===== src/rtl/seg7_display_reader.sv =====
// Loopback monitor for a two-digit active-low seven-segment bus: waits for a stable
// pattern, decodes it to BCD, flags illegal codes and breaks in the +1 mod 100 count.
module seg7_display_reader #(
  parameter int unsigned STABLE_CYCLES = 4,
  parameter bit          CHECK_SEQ     = 1'b1
) (
  input  logic       i_clk,
  input  logic       i_rst,
  input  logic [6:0] i_seg_ones,
  input  logic [6:0] i_seg_tens,
  input  logic       i_err_clear,
  output logic [3:0] o_bcd_ones,
  output logic [3:0] o_bcd_tens,
  output logic       o_value_valid,
  output logic       o_have_value,
  output logic [7:0] o_accept_count,
  output logic       o_pattern_error,
  output logic       o_seq_error
);

  localparam logic [3:0] STB = 4'(STABLE_CYCLES);

  // Returns {legal, digit} for the ten digit codes; anything else is illegal.
  function automatic logic [4:0] dec_digit(input logic [6:0] s);
    logic [4:0] r;
    case (s)
      7'h40:   r = 5'h10;
      7'h79:   r = 5'h11;
      7'h24:   r = 5'h12;
      7'h30:   r = 5'h13;
      7'h19:   r = 5'h14;
      7'h12:   r = 5'h15;
      7'h02:   r = 5'h16;
      7'h78:   r = 5'h17;
      7'h00:   r = 5'h18;
      7'h10:   r = 5'h19;
      default: r = 5'h00;
    endcase
    return r;
  endfunction

  // Tens digit is blanked for zero; an explicit leading zero is illegal.
  function automatic logic [4:0] dec_tens(input logic [6:0] s);
    logic [4:0] r;
    if (s == 7'h7F)      r = 5'h10;
    else if (s == 7'h40) r = 5'h00;
    else                 r = dec_digit(s);
    return r;
  endfunction

  logic [6:0]  r_samp_ones, r_samp_tens, r_prev_ones, r_prev_tens;
  logic [3:0]  r_cnt;
  logic        r_last_vld;
  logic [13:0] r_last;
  logic [3:0]  r_bcd_ones, r_bcd_tens;
  logic        r_value_valid, r_have_value, r_pattern_error, r_seq_error;
  logic [7:0]  r_accept_count;

  logic [13:0] w_pat;
  logic        w_eq, w_reach, w_accept, w_legal, w_seq_bad;
  logic        w_set_perr, w_set_serr, w_legal_accept;
  logic [3:0]  w_cnt_next;
  logic [4:0]  w_dec_ones, w_dec_tens;
  logic [6:0]  w_value, w_old, w_succ;

  always_comb begin
    w_pat      = {r_samp_tens, r_samp_ones};
    w_eq       = (w_pat == {r_prev_tens, r_prev_ones});
    w_cnt_next = 4'd1;
    if (w_eq) w_cnt_next = (r_cnt == STB) ? r_cnt : r_cnt + 4'd1;
    // Only the edge where the counter arrives at STB counts; a saturated hold does not.
    w_reach    = (w_cnt_next == STB) && !(w_eq && (r_cnt == STB));
    w_accept   = w_reach && (!r_last_vld || (r_last != w_pat));
    w_dec_ones = dec_digit(r_samp_ones);
    w_dec_tens = dec_tens(r_samp_tens);
    w_legal    = w_dec_ones[4] && w_dec_tens[4];
    w_value    = {3'b000, w_dec_tens[3:0]} * 7'd10 + {3'b000, w_dec_ones[3:0]};
    w_old      = {3'b000, r_bcd_tens} * 7'd10 + {3'b000, r_bcd_ones};
    w_succ     = (w_old == 7'd99) ? 7'd0 : w_old + 7'd1;
    // A zero is always acceptable: it covers both the wrap and a transmitter restart.
    w_seq_bad  = CHECK_SEQ && r_have_value && (w_value != 7'd0) && (w_value != w_succ);
    w_legal_accept = w_accept && w_legal;
    w_set_perr = w_accept && !w_legal;
    w_set_serr = w_legal_accept && w_seq_bad;
  end

  always_ff @(posedge i_clk) begin
    if (i_rst) begin
      r_samp_ones     <= 7'h7F;
      r_samp_tens     <= 7'h7F;
      r_prev_ones     <= 7'h7F;
      r_prev_tens     <= 7'h7F;
      r_cnt           <= 4'd0;
      r_last_vld      <= 1'b0;
      r_last          <= 14'h0;
      r_bcd_ones      <= 4'd0;
      r_bcd_tens      <= 4'd0;
      r_value_valid   <= 1'b0;
      r_have_value    <= 1'b0;
      r_accept_count  <= 8'd0;
      r_pattern_error <= 1'b0;
      r_seq_error     <= 1'b0;
    end else begin
      r_samp_ones   <= i_seg_ones;
      r_samp_tens   <= i_seg_tens;
      r_prev_ones   <= r_samp_ones;
      r_prev_tens   <= r_samp_tens;
      r_cnt         <= w_cnt_next;
      r_value_valid <= w_legal_accept;
      if (w_accept) begin
        r_last_vld <= 1'b1;
        r_last     <= w_pat;
      end
      if (w_legal_accept) begin
        r_bcd_ones     <= w_dec_ones[3:0];
        r_bcd_tens     <= w_dec_tens[3:0];
        r_have_value   <= 1'b1;
        r_accept_count <= r_accept_count + 8'd1;
      end
      if (w_set_perr)       r_pattern_error <= 1'b1;
      else if (i_err_clear) r_pattern_error <= 1'b0;
      if (w_set_serr)       r_seq_error <= 1'b1;
      else if (i_err_clear) r_seq_error <= 1'b0;
    end
  end

  assign o_bcd_ones      = r_bcd_ones;
  assign o_bcd_tens      = r_bcd_tens;
  assign o_value_valid   = r_value_valid;
  assign o_have_value    = r_have_value;
  assign o_accept_count  = r_accept_count;
  assign o_pattern_error = r_pattern_error;
  assign o_seq_error     = r_seq_error;

endmodule


===== config.mk =====
export PLATFORM = sky130hd
export DESIGN_NAME = seg7_display_reader
export DESIGN_NICKNAME = d
export VERILOG_FILES = /design/src/rtl/seg7_display_reader.sv
export SDC_FILE = /design/constraint.sdc
export NUM_CORES = 1
export LEC_CHECK = 0
export ABC_AREA = 1
export CAP_MARGIN = 20
export CORE_MARGIN = 2
export CORE_UTILIZATION = 35
export CTS_CLUSTER_SIZE = 16
export DETAILED_ROUTE_END_ITERATION = 8
export SYNTH_ARGS = -nofsm -noshare
export SYNTH_HDL_FRONTEND = slang
export SYNTH_SLANG_ARGS = --single-unit

===== constraint.sdc =====
create_clock -name i_clk -period 5.69 [get_ports i_clk]
set_input_delay 1.4225 -clock i_clk [delete_from_list [all_inputs] [get_ports i_clk]]
set_output_delay 1.4225 -clock i_clk [all_outputs]
set_load 0.01 [all_outputs]

* Word-level counts from Yosys, hierarchy flattened *
Cells that the tools add are included.

storage, ports and cells
  bits in registers = 67
  latch bits = 0
  RAM bits = 0
  memory bits (read-only) = 0
  input bits = 17
  output and inout bits = 20
  logic and storage cells = 74
  memories = 0

cells by class
  $add $sub $neg = 5
  multipliers = 2
  div/mod/pow operators = 0
  magnitude comparators = 0
  equality and inequality tests = 25
  shift-type cells = 0
  muxes and demuxes = 10
  bitwise gates (word level) = 0
  reduce and logical (&&, ||, !) cells = 18

operators with widths
  operator                                              number
  equality test 7 bit (second input constant)           8
  one-hot mux 5 bit (10 select lines)                   1
  one-hot mux 5 bit (9 select lines)                    1
  equality test 7 x 5 -> 1 bit (second input constant)  6
  equality test 7 x 6 -> 1 bit (second input constant)  4
  adder 7 x 4 -> 7 bit                                  2
  equality test 14 bit                                  1
  equality test 7 x 2 -> 1 bit (second input constant)  2
  zero test 7 bit                                       2
  inequality test 14 bit                                1
  multiplier 4 x 3 -> 6 bit (second input constant)     2
  two-way mux 5 bit                                     2
  logical AND 1 bit                                     9
  adder 8 x 1 -> 8 bit (second input constant)          1
  equality test 4 x 3 -> 1 bit (second input constant)  2
  two-way mux 4 bit                                     2
  adder 7 x 1 -> 7 bit (second input constant)          1
  two-way mux 7 bit                                     1
  inequality test 7 bit                                 1
  nonzero test 7 bit                                    1
  adder 4 x 1 -> 4 bit (second input constant)          1
  nonzero test 2 bit                                    2
  zero test 1 bit                                       3
  two-way mux 1 bit                                     3
  logical OR 1 bit                                      1

* Logic depth before layout (Yosys ltp) *
Gate-level depths: netlist of the first run.

  depth after elaboration = 11
  depth in mapped cells = 23
  depth with buffers taken out = 22

* Worst setup path after synthesis of the first run *
No wires, ideal clock.

  path type = reg2reg
  start point = reg r_samp_tens[0]
  end point = reg r_seq_error, in the netlist o_seq_error
  library setup time = 0.131 ns
  arrival time = 2.617 ns
  required time = 5.559 ns
  setup slack = 2.942 ns
  stages on the path, launching flop included = 21
  path buffers = 1
  clock period less this slack = 2.748 ns
  path through = dfxtp_1 -> buf_2 -> nor2_2 -> nand3_1 -> inv_1 -> nand2_1 -> nand2_1 -> nor2_1 -> inv_1 -> ha_1 -> ha_1 -> fa_1 -> inv_1 -> xor2_1 -> nand2_1 -> nor2_1 -> nand3_1 -> nand2_1 -> nor2_1 -> nand2_1 -> a21oi_1

on the way
  cells in the longest elaborated chain, start to end = 11
  elaborated cells between the ends (all ways) = 34
  classes of those cells = add/sub: 1; mul: 1; eq/ne: 14; mux: 5; reduce/logical: 13

RTL lines
  what                                                        line  RTL
  start: declaration                                          51    logic [6:0] r_samp_ones, r_samp_tens, r_prev_ones, r_prev_tens;
  start signal: assignment                                    105   r_samp_tens <= i_seg_tens;
  equality test 7 x 5 -> 1 bit, or another cell as far along  26    case (s)
  one-hot mux 5 bit (9 select lines)                          26
  two-way mux 5 bit                                           46    else if (s == 7'h40) r = 5'h00;
  two-way mux 5 bit *                                         45    if (s == 7'h7F) r = 5'h10;
  net w_dec_tens[1]                                           63    logic [4:0] w_dec_ones, w_dec_tens;
  multiplier 4 x 3 -> 6 bit *                                 77    w_value = {3'b000, w_dec_tens[3:0]} * 7'd10 + {3'b000, w_dec_ones[3:0]};
  adder 7 x 4 -> 7 bit *                                      77
  nonzero test 7 bit                                          81    w_seq_bad = CHECK_SEQ && r_have_value && (w_value != 7'd0) && (w_value != w_succ);
  logical AND 1 bit                                           81
  logical AND 1 bit *                                         81
  logical AND 1 bit *                                         84    w_set_serr = w_legal_accept && w_seq_bad;
  two-way mux 1 bit or nonzero test 2 bit (tied branches)     n/a
  end signal: assignment                                      102   r_seq_error <= 1'b0;
  end signal: assignment                                      122   if (w_set_serr) r_seq_error <= 1'b1;
  end signal: assignment                                      123   else if (i_err_clear) r_seq_error <= 1'b0;
  end: declaration                                            56    logic r_value_valid, r_have_value, r_pattern_error, r_seq_error;

The timed path passes the listed nets; every way through them passes the cells marked *.
A chain may end at the register's enable or synchronous reset.

* Worst setup path in the final report of the first run *
  start point = reg r_samp_tens[6]
  end point = reg r_seq_error, in the netlist o_seq_error

Same word-level chain as after synthesis.

==> results of run 1 <==
[area by class of cell]
type	count	share of cell area (%)
timing repair buffer	38	8.192
tap	140	3.823
clock inverter	2	0.7646
multi-input combinational	403	47.41
sequential	67	29.27
clock buffer	13	3.468
inverter	86	7.073
[cell usage in the layout, fill, tap and decap left out, types with 2 or more instances in the layout]
master / n
nor2_1: 69
nor3_2: 2
clkbuf_1: 2
a211oi_1: 4
fa_1: 4
ha_1: 16
o21a_1: 3
inv_2: 4
or2_2: 16
buf_4: 2
dfxtp_1: 67
nor3_1: 7
clkinv_2: 2
nand4_1: 12
a21oi_1: 27
inv_1: 81
clkbuf_8: 11
o21ai_1: 4
clkdlybuf4s50_1: 36
o21ai_0: 24
nand3_1: 37
xor2_1: 19
nor4_1: 2
xnor2_1: 4
nor2_2: 5
nand2_1: 133
nand3b_1: 3
[cells by family (layout without fill, tap and decap cells)]
logic type      after synthesis  in the layout  share of synthesized area (%)
fa+ha+maj                    20             20                          7.193
simple gates                292            292                          33.69
flops                        67             67                          34.43
xor+xnor                     23             23                          5.170
buf+inv                      98            139                          9.826
compound gates               68             68                          9.699
[layer usage]
| metal | part of all wire (%) | global-route usage [%] | wire, um |
|---|---|---|---|
| met5 | 0 | 0 | 0 |
| met4 | 1.2 | 5.606 | 112 |
| met3 | 3.8 | 3.557 | 346 |
| met2 | 46 | 26.46 | 4179 |
| met1 | 49 | 21.25 | 4456 |
[worst max-delay path, delay by kind of cell, from the launching register on]
kind,cells,cell delay (ns)
and+or+nand+nor,10,0.86
buffers and inverters,4,0.44
DFF,1,0.42
adders and majority gates,3,1.04
AOI/OAI and AO/OA,1,0.05
xor gates and xnor gates,1,0.27
[metrics by stage]
stage,utilization (%),worst slack [ns]
final,42.27,2.488
after global routing,42.27,2.275
after CTS,42.27,2.499
after detailed placement,40.48,2.504
after global placement,40.48,2.571
after floorplan,-,2.942
[path summary, 6_finish.rpt]
kind                                      from           to  slack [ns]  cells past startpoint
worst min-delay path                 r_last[3]    r_last[3]        0.47                      2
worst max register to register  r_samp_tens[6]  o_seq_error        2.49                     19
worst min register to register       r_last[3]    r_last[3]        0.47                      2
worst max-delay path            r_samp_tens[6]  o_seq_error        2.49                     19
[registers in the layout, indices dropped and copies added (netlist names)]
name	flops
o_pattern_error	1
o_have_value	1
o_bcd_ones	4
o_value_valid	1
r_last	14
r_prev_tens	7
r_samp_tens	7
o_bcd_tens	4
o_seq_error	1
o_accept_count	8
r_last_vld	1
r_prev_ones	7
r_cnt	4
r_samp_ones	7
[power by group through the flow]
stage	clock, mW	combinational, mW	sequential (mW)
floorplan	0	0.0470	0.497
global placement	0	0.0678	0.501
detailed placement	0	0.0686	0.501
CTS	0.414	0.0690	0.491
global route	0.431	0.0768	0.492
finish	0.400	0.0688	0.491
==> flow_metrics.env, run 1 <==
export IMPL_status="completed"
export IMPL_first_global_vias=3318
export IMPL_slowest_delay_ns=0.49
export IMPL_hold_class="flop to flop"
export IMPL_rsz0062_at_grt="false"
export IMPL_crit_type="flop to flop"
export IMPL_drcViolationCount=0
export IMPL_power_share_switching_pct=23.66
export IMPL_stdcell_area_um2=4582
export IMPL_grt_max_degree=26
export IMPL_dp_hpwl_um=6957
export IMPL_clock_sinks=67
export IMPL_timing_fmax_mhz=312.3
export IMPL_ys_ff_latch=67
export IMPL_first_pass_iters=4
export IMPL_finalHoldWorstSlack_ns=0.4716
export IMPL_cp_arrival_ns=3.43
export IMPL_fill_cells=1117
export IMPL_place_gp_congestion=0.8805
export IMPL_die_h_um=109.5
export IMPL_cts_tree="built"
export IMPL_p_sw_mw=0.2270
export IMPL_synthFlopType="dfxtp_1"
export IMPL_drtIter0Drc=216
export IMPL_ys_warn_count=0
export IMPL_endpoint_kind="flop"
export IMPL_place_area_um2=4388
export IMPL_crit_required_ns=5.92
export IMPL_critPathMaxFanout=7
export IMPL_fin_crit_sh_pct=56.28
export IMPL_synth_edf_count=0
export IMPL_synthArstFlopShare_pct=0
export IMPL_grt_use_total_pct=16.26
export IMPL_vias=3548
export IMPL_crit_top_cell="nand2_1"
export IMPL_ant_nets=0
export IMPL_syn_inst=568
export IMPL_wl_per_cell_um=12.14
export IMPL_yosysSeqAreaShare_pct=34.43
export IMPL_ctsResizeCount=0
export IMPL_yosysMostFrequentCell="nand2_1"
export IMPL_yosysTopAreaCellShare_pct=34.43
export IMPL_seq_power_share_pct=51.2
export IMPL_setup_viol=0
export IMPL_cts_root_buf="clkbuf_8"
export IMPL_dp_cells=734
export IMPL_clockPowerShare_pct=41.7
export IMPL_netlist_top_cells_area="dfxtp_1, nand2_1, inv_1, nor2_1, ha_1"
export IMPL_synth_area_um2=3896
export IMPL_postCtsSetupBuffers=0
export IMPL_leakage_nw=2.152
export IMPL_synthTopCellsByCount="nand2_1, inv_1, nor2_1, dfxtp_1, nand3_1"
export IMPL_viasPerCell=4.737
export IMPL_die_x_um=109.5
export IMPL_final_cell_count_no_fill=749
export IMPL_synth_cell_types=38
export IMPL_peakVddDrop_uv=100.8
export IMPL_totalPowerFinal_mw=0.9594
export IMPL_slew_headroom_pct=57.49
export IMPL_p_comb_share_pct=7.2
export IMPL_internal_power_mw=0.7323
export IMPL_fin_nets=642
export IMPL_gr_total_overflow=0
export IMPL_initial_core_util_pct=35.94
export IMPL_io_pins=37
export IMPL_clk_path_buf_depth=2
export IMPL_holdBufCountCts=0
export IMPL_numCtsBuffers=9
export IMPL_powerDensity_nw_per_um2=209.4
export IMPL_grt_pass1_wl_um=15290
export IMPL_worst_path_max_delay_cell="fa_1"
export IMPL_clock_latency_ns=0.35
export IMPL_tightest_slew_ns=0.6370
export IMPL_yosys_area_top_type="dfxtp_1"
export IMPL_routed_wl_um=9094
export IMPL_core_rowCount=38
export IMPL_drv_cap=0
export IMPL_syn_nets=605
export IMPL_path_clk_slew_ns=0.07
export IMPL_cp_cell_sequence="inv_1, nand3_1, inv_1, nand2_1, nand2_1, nor2_1, inv_1, ha_1, ha_1, fa_1, inv_1, xor2_1, nand2_1, nor2_1, nand3_1, nand2_1, nor2_1, nand2_1, a21oi_1"
export IMPL_multi_input_area_um2=2172
export IMPL_fp_coreArea_um2=10840
export IMPL_die_area_um2=11990
export IMPL_fin_tns_setup_ns=0
export IMPL_skew_ns=0.01415
export IMPL_hold_viol=0
export IMPL_io_buffers=36
export IMPL_period_minus_slack_ns=3.202
export IMPL_antenna_found_initial=0
export IMPL_worst_setup_path_start_kind="flop"
export IMPL_slew_violations=0
export IMPL_syn_area_per_cell_um2=6.860
export IMPL_drive_gt1_share_pct=8.046
export IMPL_seq_area_um2=1341
export IMPL_htree_levels=3
export IMPL_area_growth_pct=17.60
export IMPL_antenna_cells=0
Note: power is estimated with default switching activity, not from simulation.
==> inputs of run 2 (changes only) <==
clock period = 3.1 ns   (was 5.69 ns; I/O delays follow)
==> run 2 against run 1 <==
Effect of this change:
- via count up 1.2%
- fmax up 10%
- global-route usage up 0.43 points
- largest power group unchanged
- highest routed layer unchanged
==> flow_metrics.env, run 2 (synthesized netlist as in run 1, its figures left out) <==
export IMPL_grt_pass1_wl_um=15570
export IMPL_largest_reg_flops=14
export IMPL_fp_coreArea_um2=10840
export IMPL_reg2reg_setup_slack_ns=0.20
export IMPL_viasPerCell=4.763
export IMPL_grt_max_degree=44
export IMPL_regToRegStartpoint="r_samp_tens[3]"
export IMPL_place_gp_congestion=0.9012
export IMPL_cts_root_buf="clkbuf_8"
export IMPL_fin_crit_sh_pct=93.49
export IMPL_r2r_cells=20
export IMPL_gr_total_overflow=0
export IMPL_layout_common_cells="nand2_1, inv_1, nor2_1, dfxtp_1, nand3_1"
export IMPL_worstHoldPathCells=2
export IMPL_top_register="r_last"
export IMPL_postCtsSetupBuffers=0
export IMPL_critPathMaxFanout=5
export IMPL_grt_use_total_pct=16.69
export IMPL_die_x_um=109.5
export IMPL_holdBufCountCts=0
export IMPL_core_rowCount=38
export IMPL_fin_tns_setup_ns=0
export IMPL_skew_ns=0.01137
export IMPL_peakVddDrop_uv=170.0
export IMPL_worstHoldStart="r_last[3]"
export IMPL_dp_hpwl_um=7118
export IMPL_powerDensity_nw_per_um2=397.9
export IMPL_vias=3591
export IMPL_numCtsBuffers=9
export IMPL_endpoint_kind="flop"
export IMPL_final_common_cell="nand2_1"
export IMPL_wl_per_cell_um=12.44
export IMPL_grt_use_met2_pct=27.51
export IMPL_die_area_um2=11990
export IMPL_htree_levels=3
export IMPL_drcViolationCount=0
export IMPL_clockPowerShare_pct=44.5
export IMPL_p_comb_share_pct=7.1
export IMPL_rsz0062_at_grt="false"
export IMPL_ant_nets=0
export IMPL_ctsResizeCount=0
export IMPL_critPathBufInv=4
export IMPL_cts_tree="built"
export IMPL_setup_viol=0
export IMPL_worst_setup_path_start_kind="flop"
export IMPL_clk_path_buf_depth=2
export IMPL_hold_class="flop to flop"
export IMPL_clock_latency_ns=0.36
export IMPL_final_core_util_pct=43.07
export IMPL_routed_wl_um=9382
export IMPL_first_global_vias=3373
export IMPL_tightest_slew_ns=0.7068
export IMPL_drtIter0Drc=244
export IMPL_cp_arrival_ns=3.14
export IMPL_crit_top_cell="nand2_1"
export IMPL_crit_required_ns=3.34
export IMPL_power_share_switching_pct=22.99
export IMPL_slew_headroom_pct=52.83
export IMPL_timing_fmax_mhz=345.0
export IMPL_use_met3_pct=3.082
export IMPL_final_cell_count_no_fill=754
export IMPL_period_minus_slack_ns=2.898
export IMPL_fin_nets=646
export IMPL_io_pins=37
export IMPL_p_sw_mw=0.4273
export IMPL_crit_type="flop to flop"
export IMPL_cp_cell_sequence="inv_1, nor2_2, nand3_1, o21ai_2, nor2_1, inv_2, ha_1, ha_1, fa_1, inv_1, nor2_1, nand3_1, nand2_1, inv_1, nand2_1, nand2_1, nor2_1, nand2_1, nand2_1, a21oi_1"
export IMPL_antenna_found_initial=0
export IMPL_status="completed"
export IMPL_initial_core_util_pct=35.94
export IMPL_path_delay_family="adder cells"
export IMPL_die_h_um=109.5
export IMPL_seq_power_share_pct=48.3
export IMPL_hold_viol=0
export IMPL_path_clk_slew_ns=0.08
export IMPL_drive_gt1_share_pct=10.75
export IMPL_hold_end="r_last[3]"
export IMPL_worst_path_max_delay_cell="fa_1"
export IMPL_fill_cells=1179
export IMPL_io_buffers=36
export IMPL_slowest_delay_ns=0.49
export IMPL_dp_cells=738
export IMPL_internal_power_mw=1.431
export IMPL_leakage_nw=2.179
export IMPL_first_pass_iters=5
export IMPL_clock_sinks=67
export IMPL_slew_violations=0
export IMPL_drv_cap=0
export IMPL_grt_busiest_layer="met2"
export IMPL_reg2reg_to="o_seq_error"
export IMPL_antenna_cells=0
export IMPL_area_growth_pct=19.85
export IMPL_use_met1_pct=21.10
-- run 2: changes by cell type in the layout (fill, tap and decap cells not counted) --
cell        before  now
inv_1           81   78
dfxtp_1         67   60
xor2_2           0    1
bufinv_16        1    2
dfxtp_2          0    4
buf_4            2    6
dfxtp_4          0    3
clkbuf_1         2    1
clkinvlp_4       0    1
xor2_1          19   18
inv_2            4    7
-- run 2: worst register-to-register path, cell delays in order, from the launching register on --
cell	delay [ns]
dfxtp_2	0.34
inv_1	0.15
nor2_2	0.07
nand3_1	0.13
o21ai_2	0.08
nor2_1	0.16
inv_2	0.08
ha_1	0.30
ha_1	0.22
fa_1	0.49
inv_1	0.08
nor2_1	0.11
nand3_1	0.08
nand2_1	0.10
inv_1	0.06
nand2_1	0.06
nand2_1	0.04
nor2_1	0.09
nand2_1	0.06
nand2_1	0.05
a21oi_1	0.05
-- run 2: final cells by class --
cell class,instances,area (um^2),area share (%)
Clock inverter,4,72.57,1.554
Sequential cell,67,1358,29.07
Inverter,86,324.1,6.940
Multi-Input combinational cell,403,2180,46.68
Clock buffer,12,155.1,3.323
Tap cell,140,175.2,3.751
Timing Repair Buffer,42,405.4,8.682
-- run 2: worst max path at each step --
stage / from / end / cells after the start
global route: r_samp_tens[6] / o_seq_error / 21
finish: r_samp_tens[3] / o_seq_error / 20
global placement: r_samp_tens[2] / o_seq_error / 19
detailed placement: r_samp_tens[0] / o_seq_error / 19
floorplan: r_samp_tens[0] / o_seq_error / 20
CTS: r_samp_tens[0] / o_seq_error / 21
-- run 2: per-stage QoR --
stage          cell area (um^2)  setup slack [ns]  hold slack [ns]  power, mW
4_1_cts                    4646            0.1300           0.4754      1.877
3_5_place_dp               4418            0.1269           0.4650      1.050
3_3_place_gp               4418            0.2262           0.4560      1.048
6_report                   4669            0.2018           0.4698      1.858
2_1_floorplan              3896            0.3517           0.4437     0.9975
5_1_grt                    4669           0.01986           0.4978      1.940
-- run 2: per-layer routing --
metal / wire, um / up-vias
li1: - / 1880
met1: 4403 / 1643
met2: 4492 / 57
met3: 311 / 11
met4: 174 / 0
met5: 0 / -
-- run 2: power groups by stage --
stage          Sequential, mW  Combinational (mW)  Clock, mW
4_1_cts                 0.898               0.133      0.846
2_1_floorplan           0.911              0.0862          0
6_report                0.898               0.132      0.828
3_3_place_gp            0.918               0.131          0
5_1_grt                 0.901               0.150      0.889
3_5_place_dp            0.918               0.132          0
==> inputs of run 3 (changes only) <==
CORE_UTILIZATION = 58   (was 35)
PLACE_DENSITY = 0.81   (was default)
==> run 3 against run 2 <==
Effect of this change:
- combinational power barely moved
- via count rose by 2.0%
- non-clock buffer count rose by 1
- cell count fell by 8.2%
- largest power group unchanged
- critical path type unchanged
- worst hold slack improved by 0.0031 ns
- clock skew fell by 0.0068 ns
==> flow_metrics.env, run 3 (synthesized netlist as in run 1, its figures left out) <==
export IMPL_status="completed"
export IMPL_fin_nets=647
export IMPL_die_x_um=85.96
export IMPL_first_pass_iters=5
export IMPL_grt_use_total_pct=24.98
export IMPL_peakVddDrop_uv=377.2
export IMPL_gr_total_overflow=0
export IMPL_final_common_cell="nand2_1"
export IMPL_viasPerCell=5.293
export IMPL_die_h_um=85.96
export IMPL_tightest_slew_ns=0.7301
export IMPL_largest_reg_flops=14
export IMPL_worstHoldPathCells=2
export IMPL_crit_type="flop to flop"
export IMPL_grt_pass1_wl_um=14780
export IMPL_antenna_cells=0
export IMPL_fp_coreArea_um2=6422
export IMPL_grt_max_degree=44
export IMPL_die_area_um2=7389
export IMPL_slew_headroom_pct=51.27
export IMPL_dp_cells=674
export IMPL_io_buffers=36
export IMPL_clock_latency_ns=0.35
export IMPL_area_growth_pct=19.78
export IMPL_hold_viol=0
export IMPL_drv_cap=0
export IMPL_first_global_vias=3335
export IMPL_setup_viol=0
export IMPL_skew_ns=0.004559
export IMPL_endpoint_kind="flop"
export IMPL_antenna_found_initial=0
export IMPL_htree_levels=3
export IMPL_fill_cells=508
export IMPL_clock_sinks=67
export IMPL_io_pins=37
export IMPL_critPathMaxFanout=6
export IMPL_r2r_cells=19
export IMPL_place_gp_congestion=0.9297
export IMPL_drcViolationCount=0
export IMPL_cp_arrival_ns=3.06
export IMPL_worst_setup_path_start_kind="flop"
export IMPL_slew_violations=0
export IMPL_holdBufCountCts=0
export IMPL_totalPowerFinal_mw=1.854
export IMPL_leakage_nw=2.184
export IMPL_numCtsBuffers=9
export IMPL_final_cell_count_no_fill=692
export IMPL_drive_gt1_share_pct=12.85
export IMPL_ant_nets=0
export IMPL_initial_core_util_pct=60.67
export IMPL_cts_root_buf="clkbuf_8"
export IMPL_core_rowCount=29
export IMPL_routed_wl_um=8726
export IMPL_dp_hpwl_um=6556
export IMPL_period_minus_slack_ns=2.824
export IMPL_top_register="r_last"
export IMPL_clk_path_buf_depth=2
export IMPL_drtIter0Drc=228
export IMPL_powerDensity_nw_per_um2=397.4
export IMPL_fin_crit_sh_pct=91.09
export IMPL_cts_tree="built"
export IMPL_path_clk_slew_ns=0.07
export IMPL_crit_required_ns=3.33
export IMPL_vias=3663
export IMPL_wl_per_cell_um=12.61
export IMPL_hold_class="flop to flop"
export IMPL_timing_fmax_mhz=354.1
export IMPL_layout_common_cells="nand2_1, inv_1, nor2_1, dfxtp_1, clkdlybuf4s50_1"
==> run 3: changes by cell type in the layout (fill, tap and decap cells not counted), sizes merged <==
cell,previous run,this run
buf,6,7
==> run 3: area by class of cell <==
cell class              instances  area, um^2  area share [%]
clock buffers                  12       155.1           3.324
flip-flops and latches         67        1365           29.25
inverters                      86       326.6           6.997
clock inverters                 4       72.57           1.555
repair buffers                 43       412.9           8.847
multi-input cells             403        2238           47.96
well taps                      77       96.34           2.064
==> run 3: critical path: stages, from the launching register on <==
cell and delay [ns]:
dfxtp_4 0.37, nor2_4 0.13, nand3_2 0.11, o21ai_2 0.24
nor2_4 0.06, inv_2 0.08, ha_1 0.24, ha_1 0.21
fa_1 0.49, inv_2 0.06, nor2_1 0.10, nand3_1 0.08
nand2_1 0.09, inv_1 0.05, nand2_1 0.07, nand2_1 0.05
nor2_1 0.09, nand2_1 0.06, nand2_1 0.05, a21oi_1 0.05
==> run 3: final timing paths <==
check | start | to | slack, ns
max | r_samp_tens[2] | o_seq_error | 0.28
min | o_pattern_error | o_pattern_error | 0.47
max reg2reg | r_samp_tens[2] | o_seq_error | 0.28
min reg2reg | o_pattern_error | o_pattern_error | 0.47
==> run 3: metal layers <==
metal  up-vias  track usage (%)  part of all wire [%]
li1       1885                -                     -
met1      1696            32.89                    47
met2        72            40.31                    47
met3        10            5.486                   4.1
met4         0            8.947                   1.5
met5         -                0                     0
==> run 3: per-stage QoR <==
stage	instance area [um^2]	setup slack, ns	hold slack [ns]	TNS [ns]	utilization, %
2_1_floorplan	3896	0.3517	0.4437	0	-
3_3_place_gp	4332	0.2050	0.4567	0	67.45
3_5_place_dp	4332	0.04092	0.4612	0	67.45
4_1_cts	4559	0.01690	0.4720	0	70.99
5_1_grt	4667	-0.04423	0.5098	-0.04423	72.67
6_report	4667	0.2761	0.4729	0	72.67
==> run 3: repair_timing <==
item	CTS	global route
resized for setup	0	34
setup endpoints to repair	0	1
setup buffers	0	2
==> run 3: power breakdown <==
part | total [mW] | leakage (nW) | internal [mW] | switching, mW
sequential | 0.900 | 0.547 | 0.877 | 0.0232
clock | 0.824 | 0.113 | 0.496 | 0.328
combinational | 0.131 | 1.52 | 0.0585 | 0.0726
total | 1.85 | 2.18 | 1.43 | 0.424
